===== src/rtl/encoder_time_set_ctrl.sv =====
// Time-set sequencer for the watch: debounced encoder button, hours/minutes/seconds
// shadow editing with wrap, commit pulse to the timekeeper, Avalon-MM status/control.
module encoder_time_set_ctrl #(
    parameter int DATA_WIDTH = 32,
    parameter int ADDR_WIDTH = 2,
    parameter int DEBOUNCE_W = 16,
    parameter int TIMEOUT_W  = 26
) (
    input  logic                  clk,
    input  logic                  reset_n,
    input  logic                  enc_step,
    input  logic                  enc_dir,
    input  logic                  btn_raw,
    input  logic [4:0]            time_h_in,
    input  logic [5:0]            time_m_in,
    input  logic [5:0]            time_s_in,
    input  logic [ADDR_WIDTH-1:0] address,
    input  logic                  chipselect,
    input  logic                  write,
    input  logic                  read,
    input  logic [DATA_WIDTH-1:0] writedata,
    output logic [DATA_WIDTH-1:0] readdata,
    output logic [4:0]            set_h,
    output logic [5:0]            set_m,
    output logic [5:0]            set_s,
    output logic                  load_time,
    output logic                  edit_active,
    output logic [1:0]            field_sel
);

    typedef enum logic [2:0] {
        ST_IDLE   = 3'd0,
        ST_EDIT_H = 3'd1,
        ST_EDIT_M = 3'd2,
        ST_EDIT_S = 3'd3,
        ST_COMMIT = 3'd4
    } state_t;

    localparam logic [DEBOUNCE_W-1:0] DB_MAX  = {DEBOUNCE_W{1'b1}};
    // Terminal compare one below all-ones so the edit lasts exactly 2^TIMEOUT_W-1 idle cycles.
    localparam logic [TIMEOUT_W-1:0]  TO_LAST = {{(TIMEOUT_W-1){1'b1}}, 1'b0};

    function automatic logic [5:0] wrap_step(input logic [5:0] val, input logic [5:0] max_val,
                                             input logic up);
        logic [5:0] res;
        if (up) begin
            if (val >= max_val) res = 6'd0;
            else                res = val + 6'd1;
        end else begin
            if (val == 6'd0)    res = max_val;
            else                res = val - 6'd1;
        end
        return res;
    endfunction

    logic                  btn_sync1_r, btn_sync2_r, btn_level_r, btn_press_r;
    logic [DEBOUNCE_W-1:0] db_cnt_r;
    logic [TIMEOUT_W-1:0]  to_cnt_r;
    state_t                state_r;
    logic [4:0]            set_h_r;
    logic [5:0]            set_m_r, set_s_r;
    logic                  load_time_r, edit_active_r, done_r, timeout_r;
    logic [1:0]            field_sel_r;
    logic [DATA_WIDTH-1:0] readdata_r;

    logic       wr_s, rd_s, in_edit_s, ctrl_wr_s, start_s, abort_s, timeout_s;
    logic       shadow_wr_s, status_wr_s, unused_wd_s;
    logic [5:0] step_h6_s, step_m_s, step_s_s;
    logic [4:0] nxt_h_s, sat_h_s;
    logic [5:0] nxt_m_s, nxt_s_s, sat_m_s, sat_s_s;

    assign unused_wd_s = ^writedata[DATA_WIDTH-1:17];

    // Decode bus accesses, event priorities and the next shadow values.
    always_comb begin
        wr_s        = chipselect & write;
        rd_s        = chipselect & read;
        in_edit_s   = (state_r == ST_EDIT_H) || (state_r == ST_EDIT_M) || (state_r == ST_EDIT_S);
        ctrl_wr_s   = wr_s && (address == ADDR_WIDTH'(1));
        start_s     = ctrl_wr_s && writedata[0] && (state_r == ST_IDLE);
        abort_s     = ctrl_wr_s && writedata[1] && in_edit_s;
        timeout_s   = in_edit_s && !enc_step && !btn_press_r && (to_cnt_r == TO_LAST);
        shadow_wr_s = wr_s && (address == ADDR_WIDTH'(2)) && in_edit_s;
        status_wr_s = wr_s && (address == ADDR_WIDTH'(0));

        step_h6_s = wrap_step({1'b0, set_h_r}, 6'd23, enc_dir);
        step_m_s  = wrap_step(set_m_r, 6'd59, enc_dir);
        step_s_s  = wrap_step(set_s_r, 6'd59, enc_dir);

        nxt_h_s = set_h_r;
        nxt_m_s = set_m_r;
        nxt_s_s = set_s_r;
        if (enc_step && (state_r == ST_EDIT_H)) begin
            nxt_h_s = step_h6_s[4:0];
        end else if (enc_step && (state_r == ST_EDIT_M)) begin
            nxt_m_s = step_m_s;
        end else if (enc_step && (state_r == ST_EDIT_S)) begin
            nxt_s_s = step_s_s;
        end else begin
            nxt_h_s = set_h_r;
        end

        if (writedata[16:12] > 5'd23) sat_h_s = 5'd23;
        else                          sat_h_s = writedata[16:12];
        if (writedata[11:6] > 6'd59)  sat_m_s = 6'd59;
        else                          sat_m_s = writedata[11:6];
        if (writedata[5:0] > 6'd59)   sat_s_s = 6'd59;
        else                          sat_s_s = writedata[5:0];
    end

    // Button synchronizer, debounce counter and rising-edge press pulse.
    always_ff @(posedge clk or negedge reset_n) begin
        if (!reset_n) begin
            btn_sync1_r <= 1'b0;
            btn_sync2_r <= 1'b0;
            btn_level_r <= 1'b0;
            btn_press_r <= 1'b0;
            db_cnt_r    <= '0;
        end else begin
            btn_sync1_r <= btn_raw;
            btn_sync2_r <= btn_sync1_r;
            btn_press_r <= 1'b0;
            if (btn_sync2_r != btn_level_r) begin
                if (db_cnt_r == DB_MAX) begin
                    btn_level_r <= btn_sync2_r;
                    btn_press_r <= btn_sync2_r;
                    db_cnt_r    <= '0;
                end else begin
                    db_cnt_r <= db_cnt_r + 1'b1;
                end
            end else begin
                db_cnt_r <= '0;
            end
        end
    end

    // Inactivity counter: runs only while editing, cleared by any user event or state change.
    always_ff @(posedge clk or negedge reset_n) begin
        if (!reset_n) begin
            to_cnt_r <= '0;
        end else if (!in_edit_s || enc_step || btn_press_r || abort_s || timeout_s) begin
            to_cnt_r <= '0;
        end else begin
            to_cnt_r <= to_cnt_r + 1'b1;
        end
    end

    // Edit FSM with shadow registers, sticky status bits and registered outputs.
    always_ff @(posedge clk or negedge reset_n) begin
        if (!reset_n) begin
            state_r       <= ST_IDLE;
            set_h_r       <= 5'd0;
            set_m_r       <= 6'd0;
            set_s_r       <= 6'd0;
            load_time_r   <= 1'b0;
            edit_active_r <= 1'b0;
            field_sel_r   <= 2'd0;
            done_r        <= 1'b0;
            timeout_r     <= 1'b0;
        end else begin
            load_time_r <= 1'b0;
            done_r      <= (state_r == ST_COMMIT) || (done_r && !(status_wr_s && writedata[3]));
            timeout_r   <= (timeout_s && !abort_s) || (timeout_r && !(status_wr_s && writedata[4]));
            case (state_r)
                ST_IDLE: begin
                    if (btn_press_r || start_s) begin
                        set_h_r       <= time_h_in;
                        set_m_r       <= time_m_in;
                        set_s_r       <= time_s_in;
                        state_r       <= ST_EDIT_H;
                        edit_active_r <= 1'b1;
                        field_sel_r   <= 2'd1;
                    end else begin
                        state_r <= ST_IDLE;
                    end
                end
                ST_EDIT_H, ST_EDIT_M, ST_EDIT_S: begin
                    if (abort_s || timeout_s) begin
                        state_r       <= ST_IDLE;
                        edit_active_r <= 1'b0;
                        field_sel_r   <= 2'd0;
                    end else begin
                        if (shadow_wr_s) begin
                            set_h_r <= sat_h_s;
                            set_m_r <= sat_m_s;
                            set_s_r <= sat_s_s;
                        end else begin
                            set_h_r <= nxt_h_s;
                            set_m_r <= nxt_m_s;
                            set_s_r <= nxt_s_s;
                        end
                        if (btn_press_r) begin
                            case (state_r)
                                ST_EDIT_H: begin
                                    state_r     <= ST_EDIT_M;
                                    field_sel_r <= 2'd2;
                                end
                                ST_EDIT_M: begin
                                    state_r     <= ST_EDIT_S;
                                    field_sel_r <= 2'd3;
                                end
                                default: begin
                                    state_r       <= ST_COMMIT;
                                    load_time_r   <= 1'b1;
                                    edit_active_r <= 1'b0;
                                    field_sel_r   <= 2'd0;
                                end
                            endcase
                        end else begin
                            state_r <= state_r;
                        end
                    end
                end
                ST_COMMIT: begin
                    state_r <= ST_IDLE;
                end
                default: begin
                    state_r       <= ST_IDLE;
                    edit_active_r <= 1'b0;
                    field_sel_r   <= 2'd0;
                end
            endcase
        end
    end

    // Registered Avalon read mux.
    always_ff @(posedge clk or negedge reset_n) begin
        if (!reset_n) begin
            readdata_r <= '0;
        end else if (rd_s) begin
            case (address)
                ADDR_WIDTH'(0): readdata_r <= DATA_WIDTH'({timeout_r, done_r, field_sel_r, edit_active_r});
                ADDR_WIDTH'(2): readdata_r <= DATA_WIDTH'({set_h_r, set_m_r, set_s_r});
                default:        readdata_r <= '0;
            endcase
        end else begin
            readdata_r <= readdata_r;
        end
    end

    assign readdata    = readdata_r;
    assign set_h       = set_h_r;
    assign set_m       = set_m_r;
    assign set_s       = set_s_r;
    assign load_time   = load_time_r;
    assign edit_active = edit_active_r;
    assign field_sel   = field_sel_r;

endmodule


===== config.mk =====
export PLATFORM = sky130hd
export DESIGN_NAME = encoder_time_set_ctrl
export DESIGN_NICKNAME = d
export VERILOG_FILES = /design/src/rtl/encoder_time_set_ctrl.sv
export SDC_FILE = /design/constraint.sdc
export NUM_CORES = 1
export LEC_CHECK = 0
export CAP_MARGIN = 0
export CORE_MARGIN = 1
export CORE_UTILIZATION = 50
export CTS_CLUSTER_SIZE = 12
export DETAILED_ROUTE_END_ITERATION = 10
export HOLD_SLACK_MARGIN = 0.06
export PLACE_DENSITY = 0.79
export SLEW_MARGIN = 20
export SYNTH_ARGS = -nofsm -noshare
export SYNTH_HDL_FRONTEND = slang
export SYNTH_SLANG_ARGS = --single-unit

===== constraint.sdc =====
create_clock -name clk -period 5 [get_ports clk]
set_input_delay 0.75 -clock clk [delete_from_list [all_inputs] [get_ports clk]]
set_output_delay 0.75 -clock clk [all_outputs]
set_load 0.01 [all_outputs]

==> summary.txt, run 1 <==
Switching power -> 1.06 mW
Final setup fails -> 0
Max incr delay on CP -> 0.75 ns
Largest net degree at the start of global routing -> 59
First-pass GRT wire length -> 21000 um
Synth async-reset ratio -> 100%
Register bit total from synthesis -> 89
Fmax -> 329 MHz
Internal cell power -> 1.62 mW
Sequential share of the synthesized area -> 42.6%
Inserted Clock Buffers -> 9
P&R area growth vs syn -> 20.3%
Main combinational cell family by area after synthesis -> simple AND/OR/NAND/NOR gates
Post-Route WL -> 12600 um
Cells after synthesis -> 566
CTS H-tree depth -> 3
Reg power frac -> 40.0%
Clock Power Share -> 20.1%
Adder-Cell Fraction of Synth Area -> 2.63%
Share of layout cells above drive strength 1 -> 6.25%
Setup crit start kind -> input pin
Die H -> 104 um
Post-CTS Resized -> 0
DR vias -> 4470
Initial DRC Count -> 221
Status -> finished clean
Sequential cell area -> 2230 um2
Vias per cell -> 5.78
Clock skew -> 0.0162 ns
Mapped Area -> 5230 um2
CP Max Fanout -> 13
HPWL after DPL -> 8890 um
Top cell type's share of synthesized area -> 42.6%
CTS tree -> done
# clock sinks -> 89
DRT Pass-1 Iters -> 5
EDFF count, synth -> 0
Power share of the combinational group -> 39.9%
Nets -> 705
Post-synthesis mux area share -> 3.42%
Lkg Pwr -> 2.66 nW
WL/cell -> 16.3 um
Final Hold Fails -> 0
Initial antenna violation count -> 0
Xor/xnor share of the synthesized area -> 8.38%
Initial Utilization -> 52.5%
Final TNS setup -> 0 ns
Avg Inst Size Synth -> 9.23 um2
Slew headroom -> 35.3%
Clk Latency, worst-skew pair -> 0.37 ns
Post-route ant nets -> 0
Synth area leader -> dfrtp_1
Core Region -> 9950 um2
Clk slew on worst S/H paths -> 0.11 ns
Pre-CTS setup slack -> 1.67 ns
Fin crit share -> 60.7%
Row count -> 36
Crit path cell chain -> clkdlybuf4s50_1, nand4b_1, o21ai_0, nand4_2, a2111oi_0, a21oi_1
Tot GR Track Use -> 23.9%
Top cells by count, synth -> dfrtp_1 (89), nor2_1 (74), nand2_1 (37), o21ai_0 (32), a21oi_1 (31)
CP Class -> input pin to flip-flop
Synth Warn # -> 0
Cell with the most instances after synthesis -> dfrtp_1
Die area -> 10900 um2
RSZ-0062 raised after global routing -> false
CP top delay family -> simple AND/OR/NAND/NOR gates
RD Place Congestion -> 0.890
VDD IR-drop max -> 178 uV
Crit end category -> flip-flop
Max Root-Sink Buffers -> 2
Setup WS post-layout -> 1.96 ns
Max Slew Vio Count -> 0
I/O pins -> 112
Slowest CP cell -> clkdlybuf4s50_1
Compound-gate portion of the synthesized area -> 16.4%
Drt drc -> 0
Synth top area cells -> dfrtp_1 (43%), nor2_1 (5.3%), xor2_1 (4.9%)
Via count of the first global-routing pass -> 4278
CP Buf/Inv Count -> 1
Maxcap violations -> 0
Die extent in x -> 104 um
HP Class -> input pin to asynchronous set/reset pin
Worst endpoint data arrival time -> 3.27 ns
CP required -> 5.23 ns
Total global routing overflow -> 0
Antenna diodes -> 0
CTS Root Cell -> clkbuf_8
Count of cell types in the netlist -> 64
Port buffer count -> 81
# fillers -> 844
Synth Area in Simple Gates -> 21.0%
Pwr dens -> 426 nW/um2
Slew @ Worst Pin -> 0.968 ns
Sw frac -> 39.5%
Area of the multi-input gates -> 2770 um2
Period minus WS final -> 3.04 ns
Post-CTS Hold Buffers -> 0
Post-CTS Setup Inserts -> 0
Synth Flop Type -> dfrtp_1
-- kinds of logic after synthesis --
logic type               after synthesis
AND/OR/NAND/NOR                      213
flip-flops                            89
XOR/XNOR                              50
AO/OA/AOI/OAI                        127
other                                  1
adder cells (fa/ha/maj)               11
multiplexers                          17
buffers and inverters                 58
-- power groups by stage --
stage          sequential (mW)  clock, mW  combinational, mW
6_report                  1.07      0.538               1.07
5_1_grt                   1.10      0.580               1.17
4_1_cts                   1.06      0.551               1.07
3_5_place_dp              1.08          0               1.06
3_3_place_gp              1.07          0               1.03
2_1_floorplan            0.991          0              0.728
-- placed cells by master, fill, tap and decap left out, drive strengths merged, types with 9 or more instances in the layout --
master         netlist  final
clkdlybuf4s50        0     80
nor2                74     74
nand2               38     38
inv                 16     20
xnor2               21     21
dfrtp               89     89
o21ai               32     32
a22o                15     15
ha                  11     11
clkbuf              21      9
nand4               15     15
xor2                29     29
a21oi               31     31
nand3               29     29
conb                 1     15
mux2i               10     10
nor3                16     16
and3                11     11
-- metrics by stage --
stage	total power, mW	util [%]	cells	cell area [um2]	hold slack, ns
finish	2.68	63.2	773	6290	0.297
global route	2.85	63.2	773	6290	0.316
CTS	2.68	63.2	773	6290	0.296
detailed placement	2.14	61.0	757	6070	0.336
global placement	2.10	61.0	757	6070	0.332
floorplan	1.72	-	580	5280	0.331
-- layout make-up --
type | count | share of cell area, %
Clock buffer | 9 | 1.97
Clock inverter | 7 | 1.51
Inverter | 16 | 0.955
Multi-Input combinational cell | 433 | 44.1
Sequential cell | 89 | 35.4
Tap cell | 133 | 2.65
Timing Repair Buffer | 86 | 13.5
-- metal layers --
metal / vias up / track usage, % / share of wire (%)
li1: 2133 / - / -
met1: 2172 / 31.0 / 43
met2: 141 / 39.7 / 50
met3: 24 / 4.95 / 4.9
met4: 0 / 8.57 / 1.9
met5: - / 0 / 0
-- flip-flops by register name, indices dropped and copies added, names as in the netlist, 2 cells and up --
register,cells
db_cnt_r,16
field_sel,2
readdata,17
set_h,5
set_m,6
set_s,6
state_r,3
to_cnt_r,26
-- final timing paths --
kind                        startpoint           end  slack [ns]  cells after the start
hold / removal                 reset_n  readdata[10]        0.30                      1
min in group clk           btn_sync1_r   btn_sync2_r        0.35                      0
max in group asynchronous      reset_n      set_s[0]        3.64                      2
hold reg to reg            btn_sync1_r   btn_sync2_r        0.35                      0
setup / recovery            address[1]      set_h[2]        1.96                      6
setup reg to reg            state_r[2]  to_cnt_r[19]        2.33                      6
(Power assumes the default switching activity.)
==> run 2, diff against run 1 <==
CORE_UTILIZATION = 47   (was 50)
PLACE_DENSITY = 0.78   (was 0.79)
clock period = 2.7 ns   (was 5 ns; I/O delays follow)
==> summary.txt, run 2 (synthesized netlist as in run 1, its figures left out) <==
Slew headroom -> 64.1% (+29 points)
Max incr delay on CP -> 0.50 ns (-0.25 ns)
CP Buf/Inv Count -> 0 (-1)
Antenna diodes -> 0 (unchanged)
Met3 WL -> 658 um (+7.7%)
Most frequent cells in the layout -> dfrtp_1 (89), clkdlybuf4s50_1 (80), nor2_1 (74)
Post-CTS Resized -> 0 (unchanged)
Max Slew Vio Count -> 0 (unchanged)
Period minus WS final -> 2.23 ns
Clock Power Share -> 16.8% (-3.3 points)
Overall power -> 4.83 mW (+80%)
Final core occ -> 58.8% (-4.4 points)
Tot GR Track Use -> 23.2% (-0.74 points)
Lkg Pwr -> 2.71 nW (+1.8%)
Port buffer count -> 81 (unchanged)
Post-Route WL -> 12700 um (+0.60%)
Reg power frac -> 40.9% (+0.9 points)
CP Max Fanout -> 8 (-5)
Fin crit share -> 82.5%
Setup crit start kind -> flip-flop
Via count of the first global-routing pass -> 4450 (+4.0%)
Area of the multi-input gates -> 2770 um2 (unchanged)
Slowest CP cell -> nor4_4
CP Class -> flip-flop to flip-flop
DRT Pass-1 Iters -> 4 (-1)
Crit end category -> flip-flop
Core Region -> 10800 um2 (+8.9%)
Highest routed layer -> met4
Setup WS post-layout -> 0.473 ns (-1.49 ns)
CP top delay family -> simple AND/OR/NAND/NOR gates
HP Class -> flip-flop to flip-flop
Clk Latency, worst-skew pair -> 0.35 ns (-0.02 ns)
RD Place Congestion -> 0.880 (-1.1%)
# clock sinks -> 89 (unchanged)
Nets -> 720 (+2.1%)
Sequential cell area -> 2230 um2 (unchanged)
Row count -> 38 (+5.6%)
Initial DRC Count -> 252 (+14%)
Largest net degree at the start of global routing -> 51 (-14%)
HPWL after DPL -> 9190 um (+3.3%)
Die H -> 107 um (+3.1%)
Worst endpoint data arrival time -> 2.46 ns (-0.81 ns)
WL/cell -> 15.9 um (-2.1%)
RSZ-0062 raised after global routing -> false
Maxcap violations -> 0 (unchanged)
Pwr dens -> 757 nW/um2 (+78%)
Final setup fails -> 0 (unchanged)
Detail Route met2 WL -> 6410 um (+2.1%)
Post-route ant nets -> 0 (unchanged)
Met1 WL -> 5430 um (-0.44%)
Final TNS setup -> 0 ns (unchanged)
P&R area growth vs syn -> 21.9%
Largest register FFs -> 26 (unchanged)
Sw frac -> 39.4% (about the same)
Final Hold Fails -> 0 (unchanged)
Slew @ Worst Pin -> 0.538 ns (-0.430 ns)
# fillers -> 956 (+13%)
Inserted Clock Buffers -> 9 (unchanged)
Clk slew on worst S/H paths -> 0.09 ns (-0.02 ns)
Initial antenna violation count -> 0 (unchanged)
CTS Root Cell -> clkbuf_8
CTS tree -> done
VDD IR-drop max -> 419 uV (+130%)
Die area -> 11500 um2 (+6.3%)
Fmax -> 449 MHz
Critical Path Most Common Cell -> and4_1
Total global routing overflow -> 0 (unchanged)
Initial Utilization -> 48.2% (-4.3 points)
Share of layout cells above drive strength 1 -> 7.95% (+1.7 points)
Max Root-Sink Buffers -> 2 (unchanged)
Die extent in x -> 107 um (+3.1%)
Status -> finished clean
Vias per cell -> 5.71 (-1.2%)
CP required -> 2.94 ns (-2.29 ns)
Reg with most FFs -> to_cnt_r
DR vias -> 4537 (+1.5%)
Power share of the combinational group -> 42.2% (+2.3 points)
Drt drc -> 0 (unchanged)
I/O pins -> 112 (unchanged)
Internal cell power -> 2.92 mW (+80%)
CTS H-tree depth -> 3 (unchanged)
Most common cell after layout, fill and taps aside -> dfrtp_1
Pre-CTS setup slack -> 0.234 ns (-1.43 ns)
First-pass GRT wire length -> 21200 um (+1.2%)
Crit path cell chain -> and4_1, and4_1, nand4_4, nand2_4, nor4_4, mux2_2
Clock skew -> 0.0109 ns (-0.00532 ns)
Switching power -> 1.90 mW (+80%)
==> run 2: repair_timing <==
action | CTS | global route
hold buffers | 1 | 0
setup buffers | 0 | 0
hold endpoints to repair | 39 | 0
==> run 2: worst reg2reg max path: cells and delay by family, from the launching register on <==
family / cells / cell delay [ns]
flops: 1 / 0.41
mux: 1 / 0.40
simple gates: 5 / 1.30
==> run 2: layout make-up <==
class,count,share of cell area (%)
tap,140,2.75
timing repair buffer,101,15.3
inverter,16,0.942
multi-input combinational,433,43.5
clock buffer,10,2.00
clock inverter,5,0.609
sequential,89,35.0
==> run 2: metrics by stage <==
step                      hold WS [ns]  instance area [um2]  cells
final                            0.354                 6370    794
after detailed placement         0.336                 6200    778
after global placement           0.335                 6200    778
after floorplan                  0.109                 5280    580
after CTS                        0.356                 6370    794
after global routing             0.369                 6370    794
==> run 2: power groups by stage <==
stage                     Sequential [mW]  Clock [mW]  Combinational, mW
after CTS                            1.97       0.841               2.04
after floorplan                      1.83           0               1.35
after global placement               1.97           0               1.98
after detailed placement             1.99           0               2.03
after global routing                 2.02       0.894               2.26
final                                1.98       0.813               2.04
==> run 2: routing by layer <==
metal | GRT usage, % | vias to the layer above
met5 | 0 | -
met4 | 8.61 | 0
met3 | 3.93 | 15
met1 | 29.1 | 2218
li1 | - | 2171
met2 | 40.0 | 133
==> run 2: worst paths after layout <==
path / startpoint / end / slack, ns / cells past startpoint
worst max-delay path: to_cnt_r[12] / set_s[4] / 0.47 / 6
worst min-delay path: btn_sync1_r / btn_sync2_r / 0.35 / 0
worst max register to register: to_cnt_r[12] / set_s[4] / 0.47 / 6
worst min register to register: btn_sync1_r / btn_sync2_r / 0.35 / 0
max in group asynchronous: reset_n / db_cnt_r[14] / 1.49 / 3
min in group asynchronous: reset_n / set_m[2] / 0.57 / 2
==> run 3, diff against run 2 <==
clock period = 1.78 ns   (was 2.7 ns; I/O delays follow)
==> summary.txt, run 3 (synthesized netlist as in run 1, its figures left out) <==
Status -> finished, violations left
Failing checks -> setup timing
CTS tree -> done
HPWL after DPL -> 11200 um (+22%)
Most common cell after layout, fill and taps aside -> buf_4
Placed Area -> 6880 um2 (+11%)
Final Hold Fails -> 0 (unchanged)
Drt drc -> 0 (unchanged)
CTS H-tree depth -> 3 (unchanged)
Worst endpoint data arrival time -> 2.10 ns (-0.36 ns)
Port buffer count -> 81 (unchanged)
Core Region -> 10800 um2 (unchanged)
Total global routing overflow -> 0 (unchanged)
Die H -> 107 um (unchanged)
Post-route ant nets -> 0 (unchanged)
RD Place Congestion -> 0.906 (+3.0%)
RR Startpoint -> set_h[0]
Final setup fails -> 9 (+9)
Final instance area -> 7450 um2 (+17%)
Clock skew -> 0.0127 ns (+0.00185 ns)
CP required -> 2.03 ns (-0.91 ns)
HP Class -> input pin to flip-flop
DR vias -> 5024 (+11%)
CP Max Fanout -> 3 (-5)
Antenna diodes -> 0 (unchanged)
Clk slew on worst S/H paths -> 0.09 ns (about the same)
Inserted Clock Buffers -> 9 (unchanged)
Via count of the first global-routing pass -> 4996 (+12%)
Post-Route WL -> 15200 um (+20%)
Share of layout cells above drive strength 1 -> 25.9% (+18 points)
P&R area growth vs syn -> 42.6%
Initial antenna violation count -> 0 (unchanged)
Setup crit start kind -> flip-flop
Setup WS post-layout -> -0.0771 ns (-0.550 ns)
CP top delay family -> compound AO/OA/AOI/OAI gates
WL/cell -> 17.0 um (+6.5%)
Nets -> 817 (+13%)
Flop2flop setup slack -> -0.08 ns (-0.55 ns)
Max Slew Vio Count -> 0 (unchanged)
First-pass GRT wire length -> 23800 um (+12%)
Fmax -> 538 MHz (+20%)
Crit end category -> flip-flop
CP Buf/Inv Count -> 1 (+1)
RSZ-0062 raised after global routing -> true
Period minus WS final -> 1.86 ns (-0.370 ns)
Overall power -> 8.90 mW (+84%)
Critical Path End -> set_h[2]
VDD IR-drop max -> 680 uV (+62%)
Setup crit start -> set_h[0]
Reg with most FFs -> to_cnt_r
Stages on worst setup path -> 8 (+2)
Die extent in x -> 107 um (unchanged)
CP Class -> flip-flop to flip-flop
Maxcap violations -> 0 (unchanged)
Final core occ -> 68.7% (+10 points)
Initial Utilization -> 48.2% (unchanged)
R2R cell count -> 8 (+2)
Tot GR Track Use -> 26.7% (+3.6 points)
# clock sinks -> 89 (unchanged)
Die area -> 11500 um2 (unchanged)
Max incr delay on CP -> 0.42 ns (-0.08 ns)
Largest net degree at the start of global routing -> 42 (-18%)
Fin crit share -> 104% (+22 points)
Crit path cell chain -> buf_6, ha_4, a211o_1, nand2_2, a311oi_2, nor4_2, a2111oi_2, a21oi_1
Max Root-Sink Buffers -> 2 (unchanged)
Largest register FFs -> 26 (unchanged)
R2R Path End -> set_h[2]
Slowest CP cell -> dfrtp_1
Lkg Pwr -> 3.37 nW (+24%)
Pwr dens -> 1190 nW/um2 (+58%)
I/O pins -> 112 (unchanged)
CTS Root Cell -> clkbuf_8
Initial DRC Count -> 288 (+14%)
Vias per cell -> 5.63 (-1.4%)
Row count -> 38 (unchanged)
Clk Latency, worst-skew pair -> 0.37 ns (+0.02 ns)
Most frequent cells in the layout -> buf_4 (106), dfrtp_1 (83), nor2_1 (70)
DRT Pass-1 Iters -> 5 (+1)
-- run 3: cell types whose count changed in the layout (fill, tap and decap cells not counted), sizes merged, moves of 3 or more --
cell,delta
dlymetal6s2s,+7
buf,+97
clkdlybuf4s50,-11
dlygate4sd2,+4
clkinv,+3
-- run 3: worst min path at each step --
| stage | slack [ns] | depth (start not counted) | end | from |
|---|---|---|---|---|
| 5_1_grt | 0.34 | 1 | btn_sync1_r | btn_raw |
| 4_1_cts | 0.33 | 1 | btn_sync1_r | btn_raw |
| 2_1_floorplan | -0.03 | 0 | btn_level_r | reset_n |
| 3_5_place_dp | 0.23 | 1 | set_h[4] | reset_n |
| 3_3_place_gp | 0.23 | 1 | set_h[0] | reset_n |
| 6_report | 0.34 | 1 | btn_sync1_r | btn_raw |
-- run 3: power breakdown --
group / internal [mW] / total, mW / switching, mW
Sequential: 2.33 / 2.65 / 0.315
Combinational: 2.46 / 4.80 / 2.34
Clock: 0.664 / 1.45 / 0.782
-- run 3: timing repair --
| action | 4_1_cts | 5_1_grt |
|---|---|---|
| hold endpoints to repair | 27 | 0 |
| resized for setup | 37 | 40 |
| hold buffers | 1 | 0 |
| setup endpoints to repair | 47 | 62 |
| setup buffers | 11 | 6 |
| pin swaps | 19 | 19 |
-- run 3: metrics by stage --
step	setup TNS [ns]	cells	hold WS (ns)	worst slack, ns
floorplan	-0.374	580	-0.0286	-0.0966
global placement	-15.08	860	0.225	-0.402
detailed placement	-17.08	860	0.232	-0.435
CTS	-0.102	886	0.335	-0.0218
global route	-2.39	892	0.339	-0.205
finish	-0.217	892	0.340	-0.0771
-- run 3: area by class of cell --
class / instances / area (um2)
inverter: 16 / 62.6
timing repair buffer: 198 / 1770
tap: 140 / 175
clock buffer: 9 / 124
clock inverter: 7 / 77.6
multi-input combinational: 433 / 3010
fill: 840 / 3390
sequential: 89 / 2230
-- run 3: per-layer routing --
metal  GRT usage, %  part of all wire, %
met5              0                    0
met3           4.42                  4.6
met2           47.6                   52
met4           13.1                  3.5
met1           31.0                   40
